[src/rtl/cardinal_nic.sv]
// cardinal_nic: PE-side network interface with one-entry send and receive
// channel buffers, transfer counters and a small memory-mapped register file.
module cardinal_nic #(
   parameter int DATA_WIDTH = 64,
   parameter int CNT_WIDTH  = 16
) (
   input  logic                  clk,
   input  logic                  reset,
   input  logic [1:0]            addr,
   input  logic [DATA_WIDTH-1:0] d_in,
   output logic [DATA_WIDTH-1:0] d_out,
   input  logic                  nicEn,
   input  logic                  nicWrEn,
   output logic                  net_so,
   input  logic                  net_ro,
   output logic [DATA_WIDTH-1:0] net_do,
   input  logic                  net_si,
   output logic                  net_ri,
   input  logic [DATA_WIDTH-1:0] net_di,
   input  logic                  net_polarity
);

   logic [DATA_WIDTH-1:0] out_buf;
   logic [DATA_WIDTH-1:0] in_buf;
   logic                  out_full;
   logic                  in_full;
   logic [CNT_WIDTH-1:0]  tx_cnt;
   logic [CNT_WIDTH-1:0]  rx_cnt;
   logic [DATA_WIDTH-1:0] in_stat;
   logic [DATA_WIDTH-1:0] out_stat;
   logic                  tx;
   logic                  rx;
   logic                  rd;
   logic                  wr_out;

   assign net_do = out_buf;
   assign net_so = out_full & (out_buf[DATA_WIDTH-1] == net_polarity);
   assign net_ri = ~in_full;

   assign tx     = net_so & net_ro;
   assign rx     = net_si & net_ri;
   assign rd     = nicEn & ~nicWrEn;
   assign wr_out = nicEn & nicWrEn & (addr == 2'b10) & ~out_full;

   // Status word: counter in bits [31:16], full flag in bit 0.
   always_comb begin
      in_stat                    = '0;
      in_stat[16 +: CNT_WIDTH]   = rx_cnt;
      in_stat[0]                 = in_full;
      out_stat                   = '0;
      out_stat[16 +: CNT_WIDTH]  = tx_cnt;
      out_stat[0]                = out_full;
   end

   always_ff @(posedge clk) begin
      if (reset) begin
         out_buf  <= '0;
         in_buf   <= '0;
         out_full <= 1'b0;
         in_full  <= 1'b0;
         tx_cnt   <= '0;
         rx_cnt   <= '0;
         d_out    <= '0;
      end else begin
         if (wr_out) begin
            out_buf  <= d_in;
            out_full <= 1'b1;
         end
         if (tx) begin
            out_full <= 1'b0;
            tx_cnt   <= tx_cnt + 1'b1;
         end
         if (rd && addr == 2'b00)
            in_full <= 1'b0;
         // Arrival is placed last so a set beats a concurrent clear.
         if (rx) begin
            in_buf  <= net_di;
            in_full <= 1'b1;
            rx_cnt  <= rx_cnt + 1'b1;
         end
         if (rd) begin
            unique case (addr)
               2'b00: d_out <= in_buf;
               2'b01: d_out <= in_stat;
               2'b10: d_out <= out_buf;
               2'b11: d_out <= out_stat;
            endcase
         end
      end
   end

endmodule

[config.mk]
export PLATFORM = sky130hd
export DESIGN_NAME = cardinal_nic
export DESIGN_NICKNAME = d
export VERILOG_FILES = /design/src/rtl/cardinal_nic.sv
export SDC_FILE = /design/constraint.sdc
export NUM_CORES = 1
export LEC_CHECK = 0
export CAP_MARGIN = 20
export CORE_MARGIN = 4
export CORE_UTILIZATION = 51
export CTS_CLUSTER_DIAMETER = 200
export CTS_CLUSTER_SIZE = 40
export DETAILED_ROUTE_END_ITERATION = 10
export GPL_TIMING_DRIVEN = 0
export PLACE_DENSITY = 0.86
export SETUP_SLACK_MARGIN = 0.2
export SYNTH_ARGS = -nofsm -noshare
export SYNTH_HDL_FRONTEND = slang
export SYNTH_SLANG_ARGS = --single-unit
[constraint.sdc]
create_clock -name clk -period 2.63 [get_ports clk]
set_input_delay 0.526 -clock clk [delete_from_list [all_inputs] [get_ports clk]]
set_output_delay 0.526 -clock clk [all_outputs]
set_load 0.02 [all_outputs]
==> impl_metrics.ini <==
[drt]
via_count = 8705
drtIter0Drc = 717
drt_pass1_iterations = 5
vias_per_cell = 5.627
routed_wirelength_mm = 29.18
wire_per_inst_um = 18.86
route.detailed.drc = 0
ant_nets = 0

[placed_design]
portBuffers = 266
routabilityCongestion = 0.9097
dp.cells = 1534
place_hpwl_mm = 22.15
dpl_cell_area_um2 = 11890

[run_status]
status = finished, final reports clean

[logic_synthesis]
yosysTopAreaCell = dfxtp_1
ys_warn_count = 0
yosysSeqAreaShare = 0.5057
async_flop_share = 0
syn-num-nets = 1182
yosys.area.top_type_share = 0.5057
ys_top_cells_by_area = dfxtp_1 (51%), nand2_1 (13%), a21oi_1 (8.8%)
synth_flop_cell = dfxtp_1
ys_types = 33
synth_cells = 1043
yosysMostFrequentCell = nand2_1
synth_seq_cells = 226
synth_common_cells = nand2_1 (304), dfxtp_1 (226), a21oi_1 (158)
netlist_area_um2 = 8947
synth-edff-count = 0
syn_avg_cell_area_um2 = 8.578

[clock_network]
ctsLongestPathBuffers = 3
root_buffer = clkbuf_16
path_clk_slew_ps = 140
clock-sinks = 226
cts_tree = yes
cts-buffers-inserted = 9
insertion_delay_ps = 480
htree_levels = 1

[pwr]
p_per_area_nw_per_um2 = 497.4
p_leak_uw = 0.004180
peakVddDrop_mv = 0.3945

[die]
die_h_um = 140.5
die_area_um2 = 19730
ioPinCount = 267
num_rows = 48
die_w_um = 140.5
start_util = 0.5191
core-area_um2 = 17240

[sta]
hold_viol = 0
fin_skew_ps = 25.06
tightest_slew_ps = 745.1
finalCritPeriodShare = 0.8912
max_slew_margin = 0.5033
fin_crit_ps = 2344
setup_viol = 0
rsz0062_at_grt = no
fmax_mhz = 426.7
timing.final.max_slew_violations = 0
final.setup.tns_ps = 0

[cells_and_area]
fin_cells = 1547
utilization = 0.7053
fin_area_um2 = 12160
nNetsFinal = 1460
synthToLayoutAreaGrowth_pct = 35.87
drive_gt1_frac = 0.06515

[critical_path]
endpoint_kind = flip-flop
crit_chain = clkdlybuf4s50_1, clkbuf_1, buf_1, mux4_2, nand2_1, a21oi_1
worstSetupStartpointType = primary input
worstSetupPathType = primary input to flip-flop
critical_path_required_ps = 2980
critPathMaxFanout = 10
slowest_stage = buf_1
slowest_delay_ps = 570
cp.arrival_ps = 2690

[global_route]
grt-ovfl-total = 0
grt_pass1_wl_mm = 45.24
grt_max_degree = 41
grt_pass1_vias = 8442
track_usage = 0.2835
antenna_found_initial = 2

[hold_path]
hold_class = flip-flop to flip-flop

[flow_run]
max-cap-violations = 0
-- metal layers --
layer  part of all wire  track usage  vias to the layer above  routed length, um
li1                   -            -                     4085                  -
met1               0.40       0.3665                     4160              11530
met2               0.48       0.4796                      391              14000
met3              0.088      0.04916                       69               2554
met4              0.038      0.09944                        0               1098
met5                  0            0                        -                  0
-- cell usage in the layout, fill, tap and decap left out, types with 10 or more instances in the layout --
master	count
clkdlybuf4s50_1	265
clkbuf_1	61
mux4_2	17
nand2_1	304
mux2_2	47
buf_1	10
a21oi_1	158
dfxtp_1	226
xnor2_1	12
a22oi_1	47
nor2_1	71
-- sequential cells by signal, summed over array words and instances (netlist names) --
signal    count
out_full      1
tx_cnt       16
rx_cnt       16
in_buf       64
net_do       64
d_out        64
in_full       1
-- cell type report --
type / count / area, um^2
flip-flops and latches: 226 / 4524
multi-input cells: 733 / 4111
plain buffers: 78 / 301.5
repair buffers: 267 / 2669
well taps: 225 / 281.5
clock buffers: 9 / 225.2
clock inverters: 1 / 16.27
diodes: 2 / 5.005
inverters: 6 / 22.52
fillers: 1328 / 5080
-- final timing paths --
| check | slack (ps) | end | cells past startpoint | start |
|---|---|---|---|---|
| worst max-delay path | 290 | d_out[27]$_SDFFE_PP0P_ | 6 | addr[0] |
| worst min-delay path | 460 | in_buf[36]$_SDFFE_PP0P_ | 2 | in_buf[36]$_SDFFE_PP0P_ |
| worst max register to register | 570 | net_do[22]$_SDFFE_PP0P_ | 5 | out_full$_SDFFE_PP0P_ |
| worst min register to register | 460 | in_buf[36]$_SDFFE_PP0P_ | 2 | in_buf[36]$_SDFFE_PP0P_ |
-- critical path: cells and delay by family --
family,cells,cell delay (ps)
buf+inv,3,1560
mux,1,430
simple gates,1,100
compound gates,1,60
-- power breakdown --
group	internal, uW	total, uW	switching [uW]
clock network	642	1700	1050
logic	378	766	388
registers	3520	3580	64.4
-- cell families (layout without fill, tap and decap cells) --
kind of cell	Yosys count	in the layout	synth area share
simple gates	428	428	0.1954
flops	226	226	0.5057
compound gates	217	217	0.1370
buf+inv	84	361	0.03566
mux	64	64	0.1019
xor+xnor	22	22	0.02154
fa+ha+maj	2	2	0.002796
other cells	0	2	0
-- what timing repair did --
item	CTS	global route
setup endpoints to repair	1	23
gates cloned	0	0
resized for setup	2	7
hold buffers	0	0
pin swaps	1	0
setup buffers	1	0
-- through the flow --
step	hold slack [ps]	setup WS, ps	total power, uW
finish	462.3	286.3	6046
global placement	439.4	-166.7	4397
CTS	463.5	274.4	6057
global route	481.2	235.2	6230
detailed placement	444.7	-217.4	4412
floorplan	433.4	750.6	4003
Note: power is estimated with default switching activity, not from simulation.
